**config.mk**
```make
export PLATFORM = sky130hd
export DESIGN_NAME = march_bist_sequencer_flat
export DESIGN_NICKNAME = d
export VERILOG_FILES = /design/src/rtl/march_bist_sequencer_if.sv /design/src/rtl/march_bist_sequencer.sv /design/src/flat_wrapper.sv
export SDC_FILE = /design/constraint.sdc
export NUM_CORES = 1
export LEC_CHECK = 0
export CAP_MARGIN = 20
export CORE_MARGIN = 2
export CORE_UTILIZATION = 52
export CTS_BUF_LIST = sky130_fd_sc_hd__clkbuf_4 sky130_fd_sc_hd__clkbuf_8
export DETAILED_ROUTE_END_ITERATION = 12
export HOLD_SLACK_MARGIN = 0.03
export PLACE_DENSITY_LB_ADDON = 0.3
export SKIP_LAST_GASP = 1
export SYNTH_ARGS = -nofsm -noshare
export SYNTH_HDL_FRONTEND = slang
export SYNTH_SLANG_ARGS = --single-unit
```
**constraint.sdc**
```tcl
create_clock -name clk -period 2.9 [get_ports clk]
set_clock_uncertainty 0.1 [all_clocks]
set_input_delay 0.725 -clock clk [delete_from_list [all_inputs] [get_ports clk]]
set_output_delay 0.725 -clock clk [all_outputs]
set_load 0.03 [all_outputs]
```
**src/rtl/march_bist_sequencer_if.sv**
```systemverilog
// Bus between the March C- BIST sequencer, its test-mode controller and the RAM port mux.
// master is the sequencer side; slave is the controller/RAM side.
interface march_bist_sequencer_if #(
    parameter int ADDR_W = 4,
    parameter int DATA_W = 8
);
    logic              start;
    logic [DATA_W-1:0] mem_rdata;
    logic [ADDR_W-1:0] mem_addr;
    logic [DATA_W-1:0] mem_wdata;
    logic              mem_we;
    logic              mem_re;
    logic              busy;
    logic              done;
    logic              fail;
    logic [ADDR_W-1:0] fail_addr;
    logic [DATA_W-1:0] fail_data;
    logic [2:0]        fail_elem;

    modport master (
        input  start, mem_rdata,
        output mem_addr, mem_wdata, mem_we, mem_re,
               busy, done, fail, fail_addr, fail_data, fail_elem
    );

    modport slave (
        output start, mem_rdata,
        input  mem_addr, mem_wdata, mem_we, mem_re,
               busy, done, fail, fail_addr, fail_data, fail_elem
    );
endinterface

```
**src/rtl/march_bist_sequencer.sv**
```systemverilog
// March C- BIST sequencer: drives a single-port synchronous RAM through
// {up w0; up r0,w1; up r1,w0; down r0,w1; down r1,w0; up r0} and captures the first failure.
module march_bist_sequencer #(
    parameter int ADDR_W = 4,
    parameter int DATA_W = 8
) (
    input  logic                    clk,
    input  logic                    rst,
    march_bist_sequencer_if.master  bus
);
    typedef enum logic [3:0] {
        S_IDLE, S_M0, S_M1, S_M2, S_M3, S_M4, S_M5, S_FLUSH, S_DONE
    } state_t;

    localparam logic [ADDR_W-1:0] ADDR_FIRST = '0;
    localparam logic [ADDR_W-1:0] ADDR_LAST  = '1;
    localparam logic [ADDR_W-1:0] ADDR_ONE   = ADDR_W'(1);

    state_t            r_state, w_state_next;
    logic              r_phase, w_phase_next;   // 0 = read half, 1 = write half of M1-M4
    logic [ADDR_W-1:0] r_addr, w_addr_next;
    logic              w_up_end, w_dn_end, w_start_ok;

    logic              w_we_next, w_re_next, w_busy_next, w_done_next;
    logic [DATA_W-1:0] w_wdata_next, w_exp_next;
    logic [2:0]        w_elem_next;

    logic              r_mem_we, r_mem_re, r_busy, r_done;
    logic [DATA_W-1:0] r_mem_wdata, r_exp;
    logic [2:0]        r_elem;

    logic              r_cmp_valid, w_mismatch;
    logic [DATA_W-1:0] r_cmp_exp;
    logic [ADDR_W-1:0] r_cmp_addr;
    logic [2:0]        r_cmp_elem;
    logic              r_fail;
    logic [ADDR_W-1:0] r_fail_addr;
    logic [DATA_W-1:0] r_fail_data;
    logic [2:0]        r_fail_elem;

    // Terminal addresses are explicit compares so the counter never wraps past an element end.
    assign w_up_end   = (r_addr == ADDR_LAST);
    assign w_dn_end   = (r_addr == ADDR_FIRST);
    assign w_start_ok = bus.start && (r_state == S_IDLE || r_state == S_DONE);

    always_ff @(posedge clk or posedge rst) begin
        if (rst) begin
            r_state <= S_IDLE;
            r_phase <= 1'b0;
            r_addr  <= '0;
        end else begin
            r_state <= w_state_next;
            r_phase <= w_phase_next;
            r_addr  <= w_addr_next;
        end
    end

    always_comb begin
        w_state_next = r_state;
        w_phase_next = r_phase;
        w_addr_next  = r_addr;
        case (r_state)
            S_IDLE, S_DONE: begin
                if (bus.start) begin
                    w_state_next = S_M0;
                    w_phase_next = 1'b0;
                    w_addr_next  = ADDR_FIRST;
                end
            end
            S_M0: begin
                if (w_up_end) begin
                    w_state_next = S_M1;
                    w_addr_next  = ADDR_FIRST;
                end else begin
                    w_addr_next  = r_addr + ADDR_ONE;
                end
            end
            S_M1, S_M2: begin
                w_phase_next = ~r_phase;
                if (r_phase) begin
                    if (w_up_end) begin
                        w_state_next = (r_state == S_M1) ? S_M2 : S_M3;
                        w_addr_next  = (r_state == S_M1) ? ADDR_FIRST : ADDR_LAST;
                    end else begin
                        w_addr_next  = r_addr + ADDR_ONE;
                    end
                end
            end
            S_M3, S_M4: begin
                w_phase_next = ~r_phase;
                if (r_phase) begin
                    if (w_dn_end) begin
                        w_state_next = (r_state == S_M3) ? S_M4 : S_M5;
                        w_addr_next  = (r_state == S_M3) ? ADDR_LAST : ADDR_FIRST;
                    end else begin
                        w_addr_next  = r_addr - ADDR_ONE;
                    end
                end
            end
            S_M5: begin
                if (w_up_end) begin
                    w_state_next = S_FLUSH;
                end else begin
                    w_addr_next  = r_addr + ADDR_ONE;
                end
            end
            S_FLUSH: w_state_next = S_DONE;
            default: w_state_next = S_IDLE;
        endcase
    end

    // Decoded from the next state so every strobe and data word leaves a flop.
    always_comb begin
        w_we_next    = 1'b0;
        w_re_next    = 1'b0;
        w_wdata_next = '0;
        w_exp_next   = '0;
        w_elem_next  = 3'd0;
        w_busy_next  = (w_state_next != S_IDLE) && (w_state_next != S_DONE);
        w_done_next  = (w_state_next == S_DONE);
        case (w_state_next)
            S_M0: w_we_next = 1'b1;
            S_M1, S_M3: begin
                w_elem_next  = (w_state_next == S_M1) ? 3'd1 : 3'd3;
                w_we_next    = w_phase_next;
                w_re_next    = ~w_phase_next;
                w_wdata_next = '1;
            end
            S_M2, S_M4: begin
                w_elem_next  = (w_state_next == S_M2) ? 3'd2 : 3'd4;
                w_we_next    = w_phase_next;
                w_re_next    = ~w_phase_next;
                w_exp_next   = '1;
            end
            S_M5: begin
                w_elem_next  = 3'd5;
                w_re_next    = 1'b1;
            end
            default: ;
        endcase
    end

    always_ff @(posedge clk or posedge rst) begin
        if (rst) begin
            r_mem_we    <= 1'b0;
            r_mem_re    <= 1'b0;
            r_mem_wdata <= '0;
            r_exp       <= '0;
            r_elem      <= 3'd0;
            r_busy      <= 1'b0;
            r_done      <= 1'b0;
        end else begin
            r_mem_we    <= w_we_next;
            r_mem_re    <= w_re_next;
            r_mem_wdata <= w_wdata_next;
            r_exp       <= w_exp_next;
            r_elem      <= w_elem_next;
            r_busy      <= w_busy_next;
            r_done      <= w_done_next;
        end
    end

    // Read data returns one cycle after the strobe, so the expectation rides one stage behind.
    assign w_mismatch = r_cmp_valid && (bus.mem_rdata != r_cmp_exp);

    always_ff @(posedge clk or posedge rst) begin
        if (rst) begin
            r_cmp_valid <= 1'b0;
            r_cmp_exp   <= '0;
            r_cmp_addr  <= '0;
            r_cmp_elem  <= 3'd0;
            r_fail      <= 1'b0;
            r_fail_addr <= '0;
            r_fail_data <= '0;
            r_fail_elem <= 3'd0;
        end else begin
            r_cmp_valid <= r_mem_re;
            r_cmp_exp   <= r_exp;
            r_cmp_addr  <= r_addr;
            r_cmp_elem  <= r_elem;
            if (w_start_ok) begin
                r_fail      <= 1'b0;
                r_fail_addr <= '0;
                r_fail_data <= '0;
                r_fail_elem <= 3'd0;
            end else if (w_mismatch) begin
                r_fail <= 1'b1;
                if (!r_fail) begin
                    r_fail_addr <= r_cmp_addr;
                    r_fail_data <= bus.mem_rdata;
                    r_fail_elem <= r_cmp_elem;
                end
            end
        end
    end

    assign bus.mem_addr  = r_addr;
    assign bus.mem_wdata = r_mem_wdata;
    assign bus.mem_we    = r_mem_we;
    assign bus.mem_re    = r_mem_re;
    assign bus.busy      = r_busy;
    assign bus.done      = r_done;
    assign bus.fail      = r_fail;
    assign bus.fail_addr = r_fail_addr;
    assign bus.fail_data = r_fail_data;
    assign bus.fail_elem = r_fail_elem;
endmodule

```
**src/flat_wrapper.sv**
```systemverilog
// flat-port wrapper written by rule: the top's interface ports become plain ports
module march_bist_sequencer_flat 
#(
    parameter int ADDR_W = 4,
    parameter int DATA_W = 8
)
  (clk, rst, bus_start, bus_mem_rdata, bus_mem_addr, bus_mem_wdata, bus_mem_we, bus_mem_re, bus_busy, bus_done, bus_fail, bus_fail_addr, bus_fail_data, bus_fail_elem);
  march_bist_sequencer_if #(.ADDR_W(ADDR_W), .DATA_W(DATA_W)) bus_i ();
  input  logic clk;
  input  logic rst;
  input wire logic [$bits(bus_i.start)-1:0] bus_start;
  input wire logic [$bits(bus_i.mem_rdata)-1:0] bus_mem_rdata;
  output wire logic [$bits(bus_i.mem_addr)-1:0] bus_mem_addr;
  output wire logic [$bits(bus_i.mem_wdata)-1:0] bus_mem_wdata;
  output wire logic [$bits(bus_i.mem_we)-1:0] bus_mem_we;
  output wire logic [$bits(bus_i.mem_re)-1:0] bus_mem_re;
  output wire logic [$bits(bus_i.busy)-1:0] bus_busy;
  output wire logic [$bits(bus_i.done)-1:0] bus_done;
  output wire logic [$bits(bus_i.fail)-1:0] bus_fail;
  output wire logic [$bits(bus_i.fail_addr)-1:0] bus_fail_addr;
  output wire logic [$bits(bus_i.fail_data)-1:0] bus_fail_data;
  output wire logic [$bits(bus_i.fail_elem)-1:0] bus_fail_elem;
  assign bus_i.start = bus_start;
  assign bus_i.mem_rdata = bus_mem_rdata;
  assign bus_mem_addr = bus_i.mem_addr;
  assign bus_mem_wdata = bus_i.mem_wdata;
  assign bus_mem_we = bus_i.mem_we;
  assign bus_mem_re = bus_i.mem_re;
  assign bus_busy = bus_i.busy;
  assign bus_done = bus_i.done;
  assign bus_fail = bus_i.fail;
  assign bus_fail_addr = bus_i.fail_addr;
  assign bus_fail_data = bus_i.fail_data;
  assign bus_fail_elem = bus_i.fail_elem;
  march_bist_sequencer #(.ADDR_W(ADDR_W), .DATA_W(DATA_W)) u_core (.clk(clk), .rst(rst), .bus(bus_i));
endmodule
```
==> results.py, run 1 <==
metrics = {
    "run_status": {
        "run_status": "complete, no violations",
    },
    "die": {
        "rows": 23,
        "ioPinCount": 43,
        "dieArea_um2": 4870,
        "core_um2": 4090,
        "start_util_pct": 55.1,
        "die_y_um": 69.8,
        "die_w_um": 69.8,
    },
    "flow_run": {
        "cap_viol_max_count": 0,
    },
    "logic_synthesis": {
        "seq_area_frac_synth_pct": 47.8,
        "synth_nets": 232,
        "avgSynthCellArea_um2": 10.3,
        "yosys_warnings": 0,
        "yosysTopAreaCell": "dfrtp_1",
        "netlist_area_um2": 2250,
        "synth_flop_cell": "dfrtp_1",
        "synthTopCellsByArea": "dfrtp_1, mux2i_1, nor2_1, buf_4, a21oi_1",
        "netlist.area_leader.share_pct": 47.8,
        "synth_enable_flop_cells": 0,
        "async_flop_share_pct": 100,
        "ys_types": 56,
        "synth_seq_cells": 43,
        "syn_inst": 219,
    },
    "setup_path": {
        "crit_chain": "clkdlybuf4s50_1 -> or4_1 -> o41ai_2 -> nor3_2 -> buf_4 -> mux2i_1 -> nor2_1",
        "r2r_slack_ns": 0.49,
        "reg2regPathDepth": 7,
        "worstPathMaxFanout": 10,
        "crit_path_end_kind": "flip-flop",
        "startpoint": "bus_mem_rdata[1]",
        "crit_end": "u_core.bus.fail_data[3]$_DFFE_PP0P_",
        "cpPeakStageDelay_ns": 0.55,
        "reg2reg_to": "u_core.bus.busy$_DFF_PP0_",
        "critPathSlowestCell": "or4_1",
        "path_class": "in2reg",
        "worstPathRequired_ns": 2.98,
        "critPathArrivalTime_ns": 2.61,
        "start_kind": "input pin",
        "r2r_start": "u_core.bus.mem_addr[0]$_DFFE_PP0P_",
    },
    "cts": {
        "cts-buffers-inserted": 5,
        "cts-resized-gates": 0,
        "cts_setup_buffers": 0,
        "cts_hold_buf": 0,
        "clkSinkCount": 43,
        "cts_max_path_buffers": 2,
        "clk_latency_ns": 0.29,
        "cts_tree": "built",
        "clkTransAtPathRegs_ns": 0.08,
        "h-tree-depth": 2,
        "root_buffer": "clkbuf_8",
    },
    "sta": {
        "hold_viol": 0,
        "rsz0062_at_grt": "no",
        "drv_slew": 0,
        "fin_setup_tns_ns": 0,
        "tightest_slew_ns": 0.693,
        "relSlewSlack_pct": 53.8,
        "finalSetupViolCount": 0,
        "max_freq_mhz": 395,
        "hold_slack_ns": 0.248,
        "min_period_ns": 2.53,
        "period_share_pct": 87.4,
    },
    "detailed_routing": {
        "wire_per_inst_um": 15.4,
        "top_layer": "met4",
        "finalWirelength_um": 4750,
        "vias_per_cell": 5.83,
        "m1WireLength_um": 2190,
        "met2_length_um": 2220,
        "num_vias": 1797,
        "route.detailed.drc": 0,
        "first_pass_iters": 5,
        "route.met3.wl_um": 260,
        "drt_iter0_markers": 114,
        "final_antenna_net_count": 0,
    },
    "finish": {
        "ff_latch_area_um2": 1080,
        "area_delta_synth_final_pct": 23.3,
        "num-fill-cells": 332,
        "nets": 270,
        "drive_gt1_share_pct": 11.6,
        "num_antenna_cells": 0,
        "multi_input_area_um2": 1020,
    },
    "global_routing": {
        "grt_pass1_vias": 1616,
        "overflow": 0,
        "grt_pass1_wl_um": 7800,
        "antenna_found_initial": 0,
        "grt_max_degree": 44,
        "grt_usage_pct": 20.2,
    },
    "power_and_ir_drop": {
        "vdd_drop_max_v": 0.000352,
        "p_leak_nw": 1.18,
        "power_density_nw_per_um2": 797,
    },
    "placed_design": {
        "dpl.hpwl_um": 3310,
        "port_buffers": 42,
        "place_congestion": 0.886,
    },
    "hold_path": {
        "hold_path_class": "reg2reg",
        "holdPathStages": 0,
    },
}
## cell usage in the layout (no fill, tap or decap), drive strengths merged, types with 4 or more instances in the layout
cell type	instances
nand2	8
clkdlybuf4s50	42
o21ai	6
buf	9
dfrtp	43
nand4	4
clkbuf	5
nor3	5
a21oi	7
nor2	34
xnor2	4
inv	10
mux2i	17
## power breakdown
| group | switching [mW] | internal, mW |
|---|---|---|
| sequential | 0.0780 | 0.719 |
| clock | 0.206 | 0.172 |
| combinational | 0.585 | 0.451 |
## metal layers
layer  vias up  global-route usage (%)
met2        51                    31.2
met1       876                    27.3
met4         0                    8.55
li1        864                       -
met5         -                       0
met3         6                    4.80
## Yosys cell counts, types with 2 or more instances
master / instances
a211oi_1: 2
a21o_1: 3
a21oi_1: 7
a221o_1: 2
a32o_1: 2
buf_1: 2
buf_2: 5
buf_4: 8
clkbuf_1: 4
dfrtp_1: 43
ha_1: 2
inv_1: 9
mux2i_1: 17
nand2_1: 8
nand3_1: 3
nand4_1: 4
nor2_1: 34
nor2b_1: 2
nor3_1: 4
o211ai_1: 3
o21ai_0: 6
o22ai_1: 3
o2bb2ai_1: 3
o32ai_1: 2
o41ai_2: 2
or2_2: 3
or3_1: 3
or3b_2: 2
xnor2_1: 4
## stage by stage
stage / total power [mW] / setup WS, ns / area (um^2) / util [%] / cells
global route: 2.35 / 0.290 / 2780 / 67.9 / 308
global placement: 1.82 / 0.120 / 2680 / 65.6 / 300
finish: 2.21 / 0.365 / 2780 / 67.9 / 308
detailed placement: 1.84 / 0.0640 / 2680 / 65.6 / 300
CTS: 2.22 / 0.364 / 2780 / 67.9 / 308
floorplan: 1.48 / 0.564 / 2250 / - / 219
## worst min path at each step
stage	end	from	slack [ns]
after CTS	u_core.r_cmp_elem[2]$_DFF_PP0_	u_core.r_elem[2]$_DFF_PP0_	0.25
after detailed placement	u_core.r_cmp_elem[2]$_DFF_PP0_	u_core.r_elem[2]$_DFF_PP0_	0.24
after global routing	u_core.r_cmp_elem[2]$_DFF_PP0_	u_core.r_elem[2]$_DFF_PP0_	0.27
final	u_core.r_cmp_elem[2]$_DFF_PP0_	u_core.r_elem[2]$_DFF_PP0_	0.25
after floorplan	u_core.r_cmp_elem[0]$_DFF_PP0_	u_core.r_elem[0]$_DFF_PP0_	0.23
after global placement	u_core.r_cmp_elem[0]$_DFF_PP0_	u_core.r_elem[0]$_DFF_PP0_	0.23
## state kept, by name (all words and copies together) (netlist names), 3 cells and up
| signal | count |
|---|---|
| u_core.r_cmp_elem | 3 |
| u_core.bus.mem_addr | 4 |
| u_core.bus.fail_addr | 4 |
| u_core.bus.fail_elem | 3 |
| u_core.bus.fail_data | 8 |
| u_core.r_cmp_addr | 4 |
| u_core.r_state | 4 |
| u_core.r_elem | 3 |
## cell type report
type                    instances  area share, %
flip-flops and latches         43           38.8
multi-input cells             147           36.8
repair buffers                 51           17.6
clock buffers                   5           2.48
well taps                      50           2.25
inverters                       9           1.22
clock inverters                 3          0.857
## kinds of logic after synthesis
group / Yosys count / synth area share (%)
AOI/OAI and AO/OA: 48 / 16.5
xor gates and xnor gates: 4 / 1.56
adders and majority gates: 4 / 2.06
buffers and inverters: 29 / 6.78
DFF: 43 / 47.8
muxes: 17 / 7.56
and+or+nand+nor: 74 / 17.7
## worst max-delay path, delay by kind of cell
kind,cells,cell delay (ns)
AND/OR/NAND/NOR,3,0.69
multiplexers,1,0.19
AO/OA/AOI/OAI,1,0.36
buffers and inverters,2,0.64
Power figures use the tool's default switching activity.
==> inputs of run 2 (changes only) <==
--- a/config.mk
+++ b/config.mk
@@ -12,7 +12,6 @@
 export DETAILED_ROUTE_END_ITERATION = 12
 export HOLD_SLACK_MARGIN = 0.03
 export PLACE_DENSITY_LB_ADDON = 0.3
-export SKIP_LAST_GASP = 1
 export SYNTH_ARGS = -nofsm -noshare
 export SYNTH_HDL_FRONTEND = slang
 export SYNTH_SLANG_ARGS = --single-unit
==> results of run 2 <==
The final DEF is identical to that of run 1; final timing and power are the same.
==> inputs of run 3 (changes only) <==
--- a/config.mk
+++ b/config.mk
@@ -6,6 +6,7 @@
 export NUM_CORES = 1
 export LEC_CHECK = 0
 export CAP_MARGIN = 20
+export CORE_ASPECT_RATIO = 0.6
 export CORE_MARGIN = 2
 export CORE_UTILIZATION = 52
 export CTS_BUF_LIST = sky130_fd_sc_hd__clkbuf_4 sky130_fd_sc_hd__clkbuf_8
==> run 3 against run 2 <==
Compared with the run above: clock-buffer cell count rose by 1; via count down 0.72%; sequential power shrank 2%; critical path depth is 6 lower; die area grew 0.35%; sequential cell count unchanged; routed wire length is 4.2% higher; sequential share of layout area is 0.12 points lower; highest routed layer unchanged.
==> results.py, run 3 (same netlist as run 1, synthesis figures left out) <==
metrics = {
    "flow_run": {
        "cap_viol_max_count": 0,
    },
    "sta": {
        "drv_slew": 0,
        "fin_setup_tns_ns": 0,
        "setup_slack_ns": 0.348,
        "min_period_ns": 2.55,
        "period_share_pct": 88.0,
        "relSlewSlack_pct": 51.9,
        "rsz0062_at_grt": "no",
        "max_freq_mhz": 392,
        "finalSetupViolCount": 0,
        "hold_viol": 0,
        "tightest_slew_ns": 0.722,
    },
    "power_and_ir_drop": {
        "vdd_drop_max_v": 0.000618,
        "power_density_nw_per_um2": 795,
        "p_leak_nw": 1.18,
    },
    "global_routing": {
        "grt_pass1_vias": 1659,
        "grt_pass1_wl_um": 8420,
        "grt_usage_pct": 23.6,
        "grt_max_degree": 44,
        "overflow": 0,
        "antenna_found_initial": 0,
    },
    "die": {
        "die_y_um": 55.0,
        "ioPinCount": 43,
        "start_util_pct": 54.6,
        "dieArea_um2": 4890,
        "die_w_um": 88.9,
        "core_um2": 4120,
        "rows": 18,
    },
    "setup_path": {
        "reg2regPathDepth": 8,
        "r2r_start": "u_core.bus.mem_addr[1]$_DFFE_PP0P_",
        "path_class": "reg2out",
        "r2r_slack_ns": 0.43,
        "crit_path_end_kind": "output port",
        "start_kind": "flip-flop",
        "crit_chain": "clkdlybuf4s50_1",
        "cpPeakStageDelay_ns": 0.77,
        "reg2reg_to": "u_core.r_elem[1]$_DFF_PP0_",
        "startpoint": "u_core.bus.mem_addr[2]$_DFFE_PP0P_",
        "cp_num_buf_inv": 1,
        "worstPathRequired_ns": 2.08,
        "critPathSlowestCell": "clkdlybuf4s50_1",
        "critPathArrivalTime_ns": 1.73,
        "worstPathMaxFanout": 15,
        "cp_top_family": "buffers and inverters",
    },
    "detailed_routing": {
        "final_antenna_net_count": 0,
        "finalWirelength_um": 4950,
        "drt_iter0_markers": 142,
        "first_pass_iters": 4,
        "vias_per_cell": 5.61,
        "route.detailed.drc": 0,
        "wire_per_inst_um": 15.6,
        "num_vias": 1784,
    },
    "finish": {
        "multi_input_area_um2": 1020,
        "nets": 270,
        "post-route-util_pct": 67.5,
        "drive_gt1_share_pct": 11.6,
        "largest_reg_flops": 8,
        "most-common-layout-cells": "dfrtp_1, clkdlybuf4s50_1, nor2_1, mux2i_1, buf_4",
        "mostFrequentLayoutCell": "dfrtp_1",
        "num_antenna_cells": 0,
        "num-fill-cells": 318,
        "area_delta_synth_final_pct": 23.7,
        "ff_latch_area_um2": 1080,
        "stdcell_count": 318,
    },
    "cts": {
        "clkTransAtPathRegs_ns": 0.08,
        "cts_max_path_buffers": 2,
        "cts_setup_buffers": 0,
        "h-tree-depth": 2,
        "root_buffer": "clkbuf_8",
        "cts_tree": "built",
        "clkSinkCount": 43,
        "cts-resized-gates": 0,
        "cts-buffers-inserted": 5,
        "clk_latency_ns": 0.29,
        "cts_hold_buf": 0,
    },
    "hold_path": {
        "min_to": "u_core.r_cmp_exp[6]$_DFF_PP0_",
        "hp-start": "u_core.r_exp[6]$_DFF_PP0_",
        "holdPathStages": 0,
        "hold_path_class": "reg2reg",
    },
    "placed_design": {
        "port_buffers": 42,
        "dp.cells": 310,
        "place_congestion": 0.923,
        "dpl.hpwl_um": 3570,
        "post-place-ws_ns": 0.0700,
    },
    "run_status": {
        "run_status": "complete, no violations",
    },
}
==> run 3: report_power, final <==
part / switching (mW) / internal, mW
Clock: 0.199 / 0.178
Sequential: 0.0640 / 0.720
Combinational: 0.602 / 0.450
==> run 3: layer usage <==
layer  wire length (um)  part of all wire [%]  track usage, %
met1               2570                    52            37.3
met2               1950                    39            31.6
met3                420                   8.5            7.27
met4                  9                  0.18            4.48
met5                  0                     0               0
==> run 3: layout make-up <==
cell class | instances | area share [%]
Timing Repair Buffer | 51 | 17.5
Tap cell | 60 | 2.70
Clock buffer | 6 | 2.74
Sequential cell | 43 | 38.7
Clock inverter | 2 | 0.449
Inverter | 9 | 1.21
Multi-Input combinational cell | 147 | 36.7
==> run 3: worst max-delay path by stage <==
stage               slack [ns]  depth (start not counted)                             endpoint
finish                    0.35                          1                      bus_mem_addr[2]
global route              0.20                          8           u_core.r_elem[1]$_DFF_PP0_
CTS                       0.34                          1                      bus_mem_addr[2]
detailed placement        0.07                          7  u_core.bus.fail_data[4]$_DFFE_PP0P_
global placement          0.14                          7  u_core.bus.fail_addr[3]$_DFFE_PP0P_
floorplan                 0.56                          6  u_core.bus.fail_addr[0]$_DFFE_PP0P_
==> run 3: per-stage QoR <==
step                hold slack (ns)  total power, mW  cell area (um^2)
floorplan                     0.231             1.48              2250
global placement              0.233             1.82              2700
detailed placement            0.236             1.84              2700
CTS                           0.251             2.22              2780
global route                  0.254             2.36              2780
finish                        0.254             2.21              2780
